--- src/rtl/udp_receive_slot_scheduler_if.sv ---
// Handshake bundle between the UDP/IPv4 header parser, the per-slot receive FIFOs,
// the downstream sink and udp_receive_slot_scheduler.
interface udp_receive_slot_scheduler_if #(
  parameter int SLOT_COUNT       = 4,
  parameter int SLOT_INDEX_WIDTH = $clog2(SLOT_COUNT)
);
  logic                        packet_start;
  logic                        data_enable;
  logic                        good_packet;
  logic                        bad_packet;
  logic [SLOT_COUNT-1:0]       slot_ready;
  logic [SLOT_COUNT-1:0]       slot_data_ready;
  logic                        sink_ready;
  logic [SLOT_COUNT-1:0]       slot_data_enable;
  logic [SLOT_COUNT-1:0]       slot_good_packet;
  logic [SLOT_COUNT-1:0]       slot_bad_packet;
  logic [SLOT_COUNT-1:0]       slot_push_data_enable;
  logic                        drain_active;
  logic [SLOT_INDEX_WIDTH-1:0] drain_slot;
  logic [15:0]                 drop_count;

  modport master (
    output packet_start, data_enable, good_packet, bad_packet,
    output slot_ready, slot_data_ready, sink_ready,
    input  slot_data_enable, slot_good_packet, slot_bad_packet,
    input  slot_push_data_enable, drain_active, drain_slot, drop_count
  );

  modport slave (
    input  packet_start, data_enable, good_packet, bad_packet,
    input  slot_ready, slot_data_ready, sink_ready,
    output slot_data_enable, slot_good_packet, slot_bad_packet,
    output slot_push_data_enable, drain_active, drain_slot, drop_count
  );
endinterface

--- src/rtl/udp_receive_slot_scheduler.sv ---
// Allocates parsed UDP packets to receive slots and round-robin drains completed slots.
// Optional drop counter: define UDP_RECEIVE_SLOT_SCHEDULER_DROP_COUNTER_EN.
module udp_receive_slot_scheduler #(
  parameter int SLOT_COUNT       = 4,
  parameter int SLOT_INDEX_WIDTH = $clog2(SLOT_COUNT)
) (
  input logic                         clock,
  input logic                         reset,
  udp_receive_slot_scheduler_if.slave bus
);

  typedef enum logic [1:0] {W_IDLE, W_FILL, W_DISCARD} w_state_t;
  typedef enum logic       {R_IDLE, R_DRAIN}           r_state_t;

  w_state_t                    r_w_state, w_w_state_nxt;
  r_state_t                    r_r_state, w_r_state_nxt;
  logic [SLOT_INDEX_WIDTH-1:0] r_fill_slot, w_fill_slot_nxt;
  logic [SLOT_INDEX_WIDTH-1:0] r_drain_slot, w_drain_slot_nxt;
  logic [SLOT_INDEX_WIDTH-1:0] r_rr_pointer, w_rr_pointer_nxt;
  logic [SLOT_COUNT-1:0]       w_cool_busy;
  logic [SLOT_COUNT-1:0]       w_exclude;
  logic [SLOT_COUNT-1:0]       w_avail;
  logic [SLOT_INDEX_WIDTH:0]   w_alloc;
  logic [SLOT_INDEX_WIDTH:0]   w_grant;
  logic [SLOT_COUNT-1:0]       w_de, w_good, w_bad, w_push, w_verdict;
  logic                        w_drop_inc;

  function automatic logic [SLOT_COUNT-1:0] onehot(input logic [SLOT_INDEX_WIDTH-1:0] idx);
    return SLOT_COUNT'(1) << idx;
  endfunction

  // Returns {found, index} of the lowest set request bit.
  function automatic logic [SLOT_INDEX_WIDTH:0] lowest_set(input logic [SLOT_COUNT-1:0] req);
    logic [SLOT_INDEX_WIDTH:0] res;
    res = '0;
    for (int i = SLOT_COUNT - 1; i >= 0; i--)
      if (req[i]) res = {1'b1, SLOT_INDEX_WIDTH'(i)};
    return res;
  endfunction

  // Returns {found, index} of the first set request bit at or after ptr, wrapping.
  function automatic logic [SLOT_INDEX_WIDTH:0] rr_search(input logic [SLOT_COUNT-1:0] req,
                                                           input logic [SLOT_INDEX_WIDTH-1:0] ptr);
    logic [SLOT_INDEX_WIDTH:0] res;
    int                        idx;
    res = '0;
    for (int i = SLOT_COUNT - 1; i >= 0; i--) begin
      idx = (int'(ptr) + i) % SLOT_COUNT;
      if (req[SLOT_INDEX_WIDTH'(idx)]) res = {1'b1, SLOT_INDEX_WIDTH'(idx)};
    end
    return res;
  endfunction

  assign w_grant = rr_search(bus.slot_data_ready, r_rr_pointer);

  // A slot held by the sink, or being granted this very cycle, must not be refilled.
  always_comb begin
    w_exclude = '0;
    if (r_r_state == R_DRAIN)
      w_exclude = onehot(r_drain_slot);
    else if (w_grant[SLOT_INDEX_WIDTH])
      w_exclude = onehot(w_grant[SLOT_INDEX_WIDTH-1:0]);
  end

  assign w_avail = bus.slot_ready & ~w_cool_busy & ~w_exclude;
  assign w_alloc = lowest_set(w_avail);

  always_comb begin
    w_w_state_nxt   = r_w_state;
    w_fill_slot_nxt = r_fill_slot;
    w_de            = '0;
    w_good          = '0;
    w_bad           = '0;
    w_drop_inc      = 1'b0;
    case (r_w_state)
      W_IDLE: begin
        if (bus.packet_start) begin
          if (w_alloc[SLOT_INDEX_WIDTH]) begin
            w_fill_slot_nxt = w_alloc[SLOT_INDEX_WIDTH-1:0];
            w_w_state_nxt   = W_FILL;
            w_de            = onehot(w_alloc[SLOT_INDEX_WIDTH-1:0]) & {SLOT_COUNT{bus.data_enable}};
          end else begin
            w_w_state_nxt = W_DISCARD;
            w_drop_inc    = 1'b1;
          end
        end
      end
      W_FILL: begin
        if (bus.packet_start) begin
          // A new packet before a verdict: abort the slot and drop the newcomer.
          w_bad         = onehot(r_fill_slot);
          w_w_state_nxt = W_DISCARD;
          w_drop_inc    = 1'b1;
        end else begin
          w_de = onehot(r_fill_slot) & {SLOT_COUNT{bus.data_enable}};
          if (bus.bad_packet) begin
            w_bad         = onehot(r_fill_slot);
            w_w_state_nxt = W_IDLE;
          end else if (bus.good_packet) begin
            w_good        = onehot(r_fill_slot);
            w_w_state_nxt = W_IDLE;
          end
        end
      end
      W_DISCARD: begin
        if (bus.good_packet || bus.bad_packet) w_w_state_nxt = W_IDLE;
      end
      default: w_w_state_nxt = W_IDLE;
    endcase
  end

  always_comb begin
    w_r_state_nxt    = r_r_state;
    w_drain_slot_nxt = r_drain_slot;
    w_rr_pointer_nxt = r_rr_pointer;
    w_push           = '0;
    case (r_r_state)
      R_IDLE: begin
        if (w_grant[SLOT_INDEX_WIDTH]) begin
          w_r_state_nxt    = R_DRAIN;
          w_drain_slot_nxt = w_grant[SLOT_INDEX_WIDTH-1:0];
        end
      end
      R_DRAIN: begin
        w_push = onehot(r_drain_slot) & {SLOT_COUNT{bus.sink_ready}};
        if (!bus.slot_data_ready[r_drain_slot]) begin
          w_r_state_nxt    = R_IDLE;
          w_rr_pointer_nxt = (r_drain_slot == SLOT_INDEX_WIDTH'(SLOT_COUNT - 1))
                             ? '0 : r_drain_slot + SLOT_INDEX_WIDTH'(1);
        end
      end
      default: w_r_state_nxt = R_IDLE;
    endcase
  end

  always_ff @(posedge clock or posedge reset) begin
    if (reset) begin
      r_w_state    <= W_IDLE;
      r_r_state    <= R_IDLE;
      r_fill_slot  <= '0;
      r_drain_slot <= '0;
      r_rr_pointer <= '0;
    end else begin
      r_w_state    <= w_w_state_nxt;
      r_r_state    <= w_r_state_nxt;
      r_fill_slot  <= w_fill_slot_nxt;
      r_drain_slot <= w_drain_slot_nxt;
      r_rr_pointer <= w_rr_pointer_nxt;
    end
  end

  assign w_verdict = w_good | w_bad;

  // Cooldown masks the slot's registered ready lag for two cycles after a verdict.
  for (genvar g = 0; g < SLOT_COUNT; g++) begin : g_cool
    logic [1:0] r_cooldown;
    always_ff @(posedge clock or posedge reset) begin
      if (reset)                  r_cooldown <= '0;
      else if (w_verdict[g])      r_cooldown <= 2'd2;
      else if (r_cooldown != '0)  r_cooldown <= r_cooldown - 2'd1;
    end
    assign w_cool_busy[g] = (r_cooldown != '0);
  end

`ifdef UDP_RECEIVE_SLOT_SCHEDULER_DROP_COUNTER_EN
  logic [15:0] r_drop_count;
  always_ff @(posedge clock or posedge reset) begin
    if (reset)                                      r_drop_count <= '0;
    else if (w_drop_inc && r_drop_count != 16'hFFFF) r_drop_count <= r_drop_count + 16'd1;
  end
  assign bus.drop_count = r_drop_count;
`else
  logic w_unused_drop_inc;
  assign w_unused_drop_inc = w_drop_inc;
  assign bus.drop_count    = '0;
`endif

  assign bus.slot_data_enable      = w_de;
  assign bus.slot_good_packet      = w_good;
  assign bus.slot_bad_packet       = w_bad;
  assign bus.slot_push_data_enable = w_push;
  assign bus.drain_active          = (r_r_state == R_DRAIN);
  assign bus.drain_slot            = r_drain_slot;

endmodule
--- src/flat_wrapper.sv ---
// flat-port wrapper written by rule: the top's interface ports become plain ports
module udp_receive_slot_scheduler_flat 
#(
  parameter int SLOT_COUNT       = 4,
  parameter int SLOT_INDEX_WIDTH = $clog2(SLOT_COUNT)
)
  (clock, reset, bus_packet_start, bus_data_enable, bus_good_packet, bus_bad_packet, bus_slot_ready, bus_slot_data_ready, bus_sink_ready, bus_slot_data_enable, bus_slot_good_packet, bus_slot_bad_packet, bus_slot_push_data_enable, bus_drain_active, bus_drain_slot, bus_drop_count);
  udp_receive_slot_scheduler_if #(.SLOT_COUNT(SLOT_COUNT), .SLOT_INDEX_WIDTH(SLOT_INDEX_WIDTH)) bus_i ();
  input logic clock;
  input logic reset;
  input wire logic [$bits(bus_i.packet_start)-1:0] bus_packet_start;
  input wire logic [$bits(bus_i.data_enable)-1:0] bus_data_enable;
  input wire logic [$bits(bus_i.good_packet)-1:0] bus_good_packet;
  input wire logic [$bits(bus_i.bad_packet)-1:0] bus_bad_packet;
  input wire logic [$bits(bus_i.slot_ready)-1:0] bus_slot_ready;
  input wire logic [$bits(bus_i.slot_data_ready)-1:0] bus_slot_data_ready;
  input wire logic [$bits(bus_i.sink_ready)-1:0] bus_sink_ready;
  output wire logic [$bits(bus_i.slot_data_enable)-1:0] bus_slot_data_enable;
  output wire logic [$bits(bus_i.slot_good_packet)-1:0] bus_slot_good_packet;
  output wire logic [$bits(bus_i.slot_bad_packet)-1:0] bus_slot_bad_packet;
  output wire logic [$bits(bus_i.slot_push_data_enable)-1:0] bus_slot_push_data_enable;
  output wire logic [$bits(bus_i.drain_active)-1:0] bus_drain_active;
  output wire logic [$bits(bus_i.drain_slot)-1:0] bus_drain_slot;
  output wire logic [$bits(bus_i.drop_count)-1:0] bus_drop_count;
  assign bus_i.packet_start = bus_packet_start;
  assign bus_i.data_enable = bus_data_enable;
  assign bus_i.good_packet = bus_good_packet;
  assign bus_i.bad_packet = bus_bad_packet;
  assign bus_i.slot_ready = bus_slot_ready;
  assign bus_i.slot_data_ready = bus_slot_data_ready;
  assign bus_i.sink_ready = bus_sink_ready;
  assign bus_slot_data_enable = bus_i.slot_data_enable;
  assign bus_slot_good_packet = bus_i.slot_good_packet;
  assign bus_slot_bad_packet = bus_i.slot_bad_packet;
  assign bus_slot_push_data_enable = bus_i.slot_push_data_enable;
  assign bus_drain_active = bus_i.drain_active;
  assign bus_drain_slot = bus_i.drain_slot;
  assign bus_drop_count = bus_i.drop_count;
  udp_receive_slot_scheduler #(.SLOT_COUNT(SLOT_COUNT), .SLOT_INDEX_WIDTH(SLOT_INDEX_WIDTH)) u_core (.clock(clock), .reset(reset), .bus(bus_i));
endmodule
--- config.mk ---
export PLATFORM = sky130hd
export DESIGN_NAME = udp_receive_slot_scheduler_flat
export DESIGN_NICKNAME = d
export VERILOG_FILES = /design/src/rtl/udp_receive_slot_scheduler_if.sv /design/src/rtl/udp_receive_slot_scheduler.sv /design/src/flat_wrapper.sv
export SDC_FILE = /design/constraint.sdc
export NUM_CORES = 1
export LEC_CHECK = 0
export ABC_AREA = 1
export CAP_MARGIN = 10
export CORE_MARGIN = 4
export CORE_UTILIZATION = 43
export DETAILED_ROUTE_END_ITERATION = 12
export PLACE_DENSITY = 0.81
export SETUP_SLACK_MARGIN = 0.5
export SYNTH_ARGS = -nofsm -noshare
export SYNTH_HDL_FRONTEND = slang
export SYNTH_SLANG_ARGS = --single-unit
--- constraint.sdc ---
create_clock -name clock -period 2.04 [get_ports clock]
set_input_delay 0.306 -clock clock [delete_from_list [all_inputs] [get_ports clock]]
set_output_delay 0.306 -clock clock [all_outputs]
set_load 0.1 [all_outputs]
Word level (Yosys, flattened, before mapping)
Index checks and enable logic that the tools add are counted.
- register bits after elaboration: 17
- bits in latches: 0
- bits in writable memories: 0
- bits in read-only memories: 0
- word-level logic and storage cells: 111
- memories kept: 0
- add/sub/neg operators: 8
- multiply operators: 0
- div/mod/pow operators: 0
- order comparisons: 5
- equality and inequality tests: 6
- shift operators: 4
- multiplexer cells: 55
- bitwise operators: 10
- reduce and logical (&&, ||, !) cells: 14
- operators with widths (cell ; count):
    $mux 4 ; 13
    $mux 2 ; 15
    $mux 3 ; 8
    $and 4x4->4 ; 5
    $lt 2x4->1 const B ; 4
    $reduce_bool 2->1 ; 8
    $shl 1x2->4 const A ; 4
    $mux 1 ; 11
    $bmux 1 s2 ; 5
    $not 4->4 ; 2
    $pmux 4 s2 ; 1
    $sub 2x1->2 const B ; 4
    $pmux 2 s3 ; 1
    $reduce_and 3->1 ; 2
    $add 2x1->2 const B ; 2
    $add 2x2->2 const B ; 2
    $eq 2x2->1 const B ; 2
    $ne 4x4->1 const B ; 1
    $or 4x4->4 ; 1
    $reduce_and 2->1 ; 2
    $lt 2x3->1 const B ; 1
    $eq 2x1->1 const B ; 1
    $logic_not 2->1 ; 1
    $ne 2x1->1 const B ; 1
    other kinds (4) ; 5

Logic depth before layout (Yosys ltp)
- depth in word-level cells: 22
- mapped depth: 18

Worst setup path after synthesis
No wires, ideal clock.
- kind: reg-to-output
- start: register u_core.r_drain_slot[1], in the netlist u_core.bus.drain_slot[1]
- end: output bus_slot_data_enable[1]
- arrival time: 3.835 ns
- path slack: -2.101 ns
- stages on the path, launching flop included: 7
- buffers on the path: 0
- cells stage by stage: dfrtp_1 > inv_1 > ha_1 > nand2_1 > and3_1 > nand2_2 > o21ai_0
- longest elaborated chain between the ends: 13
- ends and longest elaborated chain (element ; RTL line ; source):
    start: declaration ; udp_receive_slot_scheduler.sv:18 ; logic [SLOT_INDEX_WIDTH-1:0] r_drain_slot, w_drain_slot_nxt;
    start signal: assignment ; udp_receive_slot_scheduler.sv:147 ; r_drain_slot <= w_drain_slot_nxt;
    $shl 1x2->4 * ; udp_receive_slot_scheduler.sv:29 ; return SLOT_COUNT'(1) << idx;
    $mux 4 * ; udp_receive_slot_scheduler.sv:59 ; if (r_r_state == R_DRAIN)
    $not 4->4 * ; udp_receive_slot_scheduler.sv:65 ; assign w_avail = bus.slot_ready & ~w_cool_busy & ~w_exclude;
    $and 4x4->4 * ; udp_receive_slot_scheduler.sv:65 ;
    $mux 3 (3 in a row) ; udp_receive_slot_scheduler.sv:37 ; if (req[i]) res = {1'b1, SLOT_INDEX_WIDTH'(i)};
    $mux 3 * ; udp_receive_slot_scheduler.sv:37 ;
    $shl 1x2->4 ; udp_receive_slot_scheduler.sv:29 ;
    $and 4x4->4 ; udp_receive_slot_scheduler.sv:81 ; w_de = onehot(w_alloc[SLOT_INDEX_WIDTH-1:0]) & {SLOT_COUNT{bus.data_enable}};
    $mux 4 * ; udp_receive_slot_scheduler.sv:78 ; if (w_alloc[SLOT_INDEX_WIDTH]) begin
    $mux 4 * ; udp_receive_slot_scheduler.sv:77 ; if (bus.packet_start) begin
    $pmux 4 s2 * ; udp_receive_slot_scheduler.sv:75 ; case (r_w_state)
    end: declaration ; flat_wrapper.sv:18 ; output wire logic [$bits(bus_i.slot_data_enable)-1:0] bus_slot_data_enable;
Mark *: on every way between the ends. The rest lies on a longest branch, timed or not.

Final worst setup path
- start: register u_core.r_rr_pointer[0]
- end: output bus_slot_data_enable[0]
- longest elaborated chain between the ends: 22
- elaborated cells between the ends (all ways): 33
- classes of those cells: add/sub (3); shift (2); mux (25); bitwise (3)
- ends and longest elaborated chain (element ; RTL line ; source):
    start: declaration ; udp_receive_slot_scheduler.sv:19 ; logic [SLOT_INDEX_WIDTH-1:0] r_rr_pointer, w_rr_pointer_nxt;
    start signal: assignment ; udp_receive_slot_scheduler.sv:148 ; r_rr_pointer <= w_rr_pointer_nxt;
    $add 2x2->2 ; udp_receive_slot_scheduler.sv:48 ; idx = (int'(ptr) + i) % SLOT_COUNT;
    $bmux 1 s2 ; udp_receive_slot_scheduler.sv:49 ; if (req[SLOT_INDEX_WIDTH'(idx)]) res = {1'b1, SLOT_INDEX_WIDTH'(idx)};
    $mux 1 (not written as such) (2 in a row) ; udp_receive_slot_scheduler.sv:49 ;
    $mux 3 (3 in a row) ; udp_receive_slot_scheduler.sv:49 ;
    $mux 3 * ; udp_receive_slot_scheduler.sv:49 ;
    $shl 1x2->4 ; udp_receive_slot_scheduler.sv:29 ;
    $mux 4 * ; udp_receive_slot_scheduler.sv:61 ; else if (w_grant[SLOT_INDEX_WIDTH])
    $mux 4 * ; udp_receive_slot_scheduler.sv:59 ;
    $not 4->4 * ; udp_receive_slot_scheduler.sv:65 ;
    $and 4x4->4 * ; udp_receive_slot_scheduler.sv:65 ;
    $mux 3 (3 in a row) ; udp_receive_slot_scheduler.sv:37 ;
    $mux 3 * ; udp_receive_slot_scheduler.sv:37 ;
    $shl 1x2->4 ; udp_receive_slot_scheduler.sv:29 ;
    $and 4x4->4 ; udp_receive_slot_scheduler.sv:81 ;
    $mux 4 * ; udp_receive_slot_scheduler.sv:78 ;
    $mux 4 * ; udp_receive_slot_scheduler.sv:77 ;
    $pmux 4 s2 * ; udp_receive_slot_scheduler.sv:75 ;
Mark *: on every way between the ends. The rest lies on a longest branch, timed or not. The select of a mux whose other input is x is not followed.

==> impl_summary.md <==
Finish
Leaving out fill and tap cells, the most frequent cell in the layout is sky130_fd_sc_hd__buf_4. The fraction of final layout cells sized beyond drive strength 1 is 0.548. The count of non-filler cells in the finished layout is 372.

The final layout contains 347 nets. Leaving out fill and tap cells, the most frequent cells in the layout are 40 x sky130_fd_sc_hd__buf_4, 36 x sky130_fd_sc_hd__nand2_1, 23 x sky130_fd_sc_hd__nand2_2. From synthesis to final layout, the design area changed by 78.6%. The number of inserted filler cells in the final layout is 221.

STA
Across all setup checks in the final design, the least slack found is -744 ps. The hold violation count in the final report is 0. The worst path in the final design needs a cycle of 2780 ps, including I/O delays and setup. The count of endpoints failing setup in the final report is 8. Across all hold checks on the routed design, the worst slack comes to 400 ps. For the final database, setup skew stands at 2.56 ps. The headroom to the max-slew limit is 0.564. Setup repair after global routing could not meet its margin everywhere. The maximum frequency from static timing analysis is 0.359 GHz. The max-slew violation count came to 0. At the pin with the least slew margin, the transition time is 653 ps. Of the available clock period, the critical path in the final layout requires 1.36.

Clocking
The later pin in the worst-skew pair is clocked with a latency of 250 ps. The number of buffers inserted for hold repair after clock tree synthesis is 0. The CTS tree is built.

The buffer levels on the longest clock path is 2. The library cell used as clock root buffer is sky130_fd_sc_hd__clkbuf_8. The H-tree depth is 1. The post-CTS clock slew at the launch and capture registers of the worst setup and hold paths is 70 ps. The tree built by TritonCTS fans out to 17 sinks. The number of clock buffers added by TritonCTS is 3.

Run status
The run finished, with violations left. The final reports fail on setup timing.

Synthesis
The synthesized area is 0.00167 mm². Counting distinct cell types in the post-synthesis netlist gives 33. The number of warning messages in the yosys log is 0.

The gate count of the mapped netlist is 245. The synthesized design contains 0 enable-type register cells. Of the synthesized area, sequential elements account for 0.255. In this run the mean area of a mapped cell was 6.82 µm². The count of state elements after synthesis is 17. The prevailing post-synth register cell is sky130_fd_sc_hd__dfrtp_1.

The proportion of register bits with asynchronous set or reset after synthesis is 1.00.

Placed design
The HPWL reported at the end of detailed placement is 3470 µm. The number of placed instances, taps included, is 348. Before CTS, the worst setup slack after placement is -668 ps. Routability-driven placement finished with a final weighted congestion of 0.862. The count of buffers added on input and output ports is 33.

Die
The initial standard-cell utilization of the core is 0.449. The floorplan step set the die width to 70.3 µm. The number of primary I/O pins is 50. The vertical die dimension is 70.3 µm.

The total number of placement rows is 22. The core area is 0.00372 mm². The floorplan step defined a die boundary enclosing 0.00495 mm².

Critical path
At the worst endpoint, the arrival time is 2480 ps. The critical path in this run is classified as flop to output pin. The element type at the critical path end is an output pin. Of all nets on the critical path, the largest fanout is 7. The category of the worst setup path launch point is a flop.

At the worst endpoint, the required time is 1730 ps. The worst-case reg-to-reg path depth is 17.

Detailed routing
The routed wire length is 5420 µm. The first-pass iteration count of the detailed router is 4. The number of DRC markers in iteration 0 is 95. The via-per-instance ratio is 5.11. The number of antenna-violating nets in the routed design is 0. The via count is 1902. The final routed wire length divided by cell count is 14.6 µm. The remaining design rule violation count is 0.

Global route
The number of antenna violations at the first check in global routing was 1. The all-layer global routing usage is 0.203. For this run the aggregate overflow at the end of global routing stands at 0. The via count of the first global-routing pass was 1861. The pin count of the biggest net entering global routing is 18. The global-route wire length before repair is 8210 µm.

Pwr
The worst ir drop on vdd is 1.17 mV. Dividing total power by cell area gives a power density of 1660 mW/mm². The analysis attributes to cell leakage a power of 1.41 nW.

Min path
The worst min-delay path category is input port to flop. The number of cells on the worst hold path is 4.

Job
The max-cap violation count is 0.
==> critical path, cell delays in order (launching register included) <==
cell and delay, ps:
sky130_fd_sc_hd__dfrtp_2 470, sky130_fd_sc_hd__inv_4 70, sky130_fd_sc_hd__nand2_1 100, sky130_fd_sc_hd__nand2_2 100
sky130_fd_sc_hd__nand2_2 100, sky130_fd_sc_hd__nand2_4 60, sky130_fd_sc_hd__nor2_4 140, sky130_fd_sc_hd__nor2_1 70
sky130_fd_sc_hd__nand2_2 80, sky130_fd_sc_hd__nand2_4 70, sky130_fd_sc_hd__nand3_2 80, sky130_fd_sc_hd__nand2_4 70
sky130_fd_sc_hd__nand2_4 100, sky130_fd_sc_hd__inv_4 40, sky130_fd_sc_hd__buf_4 130, sky130_fd_sc_hd__a21oi_2 160
sky130_fd_sc_hd__nand3_2 120, sky130_fd_sc_hd__nand2_4 80, sky130_fd_sc_hd__buf_12 160
==> path summary, 6_finish.rpt <==
kind | start | end | slack, ps
worst min-delay path | bus_bad_packet | u_core.r_w_state[1] | 400
min in group asynchronous | reset | u_core.bus.drain_slot[1] | 450
max in group asynchronous | reset | u_core.bus.drain_active | 1110
worst max register to register | u_core.r_rr_pointer[0] | u_core.r_fill_slot[1] | -290
worst max-delay path | u_core.r_rr_pointer[0] | bus_slot_data_enable[0] | -740
worst min register to register | u_core.g_cool[2].r_cooldown[1] | u_core.g_cool[2].r_cooldown[1] | 510
==> layer usage <==
metal  routed length [µm]  up-vias  track usage
met2                 2770       75        0.336
met5                    0        -            0
met1                 2130      902        0.253
met4                  190        0        0.102
met3                  330       20       0.0317
li1                     -      905            -
==> layout make-up <==
| type | instances | area [µm²] | share of cell area |
|---|---|---|---|
| diodes | 1 | 2.50 | 0.000839 |
| flip-flops and latches | 17 | 440 | 0.148 |
| multi-input cells | 193 | 1460 | 0.491 |
| inverters | 33 | 144 | 0.0482 |
| well taps | 48 | 60.1 | 0.0201 |
| clock buffers | 4 | 45.0 | 0.0151 |
| repair buffers | 76 | 827 | 0.277 |
==> through the flow <==
step	total power [W]	utilization	area, µm²	setup TNS (ps)
6_report	0.00495	0.803	2980	-3620
2_1_floorplan	0.00315	-	2010	-794
5_1_grt	0.00532	0.803	2980	-4860
4_1_cts	0.00445	0.740	2750	-2900
3_3_place_gp	0.00390	0.701	2610	-3130
3_5_place_dp	0.00398	0.701	2610	-3720
==> Yosys cell counts, types with 2 or more instances <==
master / number / area, µm²
sky130_fd_sc_hd__a21oi_1: 5 / 25.0
sky130_fd_sc_hd__and3_1: 3 / 18.8
sky130_fd_sc_hd__buf_4: 16 / 120
sky130_fd_sc_hd__dfrtp_1: 17 / 425
sky130_fd_sc_hd__ha_1: 8 / 100
sky130_fd_sc_hd__inv_1: 29 / 109
sky130_fd_sc_hd__inv_2: 3 / 11.3
sky130_fd_sc_hd__nand2_1: 58 / 218
sky130_fd_sc_hd__nand2_2: 16 / 100
sky130_fd_sc_hd__nand2_4: 5 / 56.3
sky130_fd_sc_hd__nand3_1: 18 / 90.1
sky130_fd_sc_hd__nor2_1: 30 / 113
sky130_fd_sc_hd__nor2_4: 2 / 22.5
sky130_fd_sc_hd__nor3_1: 3 / 15.0
sky130_fd_sc_hd__o211ai_1: 2 / 15.0
sky130_fd_sc_hd__o21ai_0: 11 / 55.1
sky130_fd_sc_hd__o21ai_2: 2 / 17.5
sky130_fd_sc_hd__xor2_1: 2 / 17.5
==> power by group <==
part | internal [W] | switching [W] | total [W]
sequential | 0.000539 | 0.000266 | 0.000806
combinational | 0.00151 | 0.00238 | 0.00388
clock | 0.000139 | 0.000119 | 0.000258
==> cell families (layout without fill, tap and decap cells) <==
family,Yosys count,after routing,synth area share
DFF,17,17,0.255
and+or+nand+nor,139,139,0.396
other,1,17,0.00225
AOI/OAI and AO/OA,28,28,0.124
xor gates and xnor gates,2,2,0.0105
buffers and inverters,50,113,0.153
adders and majority gates,8,8,0.0599
==> state kept, by name (all words and copies together) (netlist names) <==
name                      count
u_core.r_rr_pointer           2
u_core.bus.drain_active       1
u_core.g_cool.r_cooldown      8
u_core.bus.drain_slot         2
u_core.r_w_state              2
u_core.r_fill_slot            2
==> what timing repair did <==
item                       CTS  global route
pin swaps                   20            29
cloned                       0             0
setup buffers                9            10
setup endpoints to repair   25            28
resized for setup           14            51
hold endpoints to repair     0             0
(Power assumes the default switching activity.)
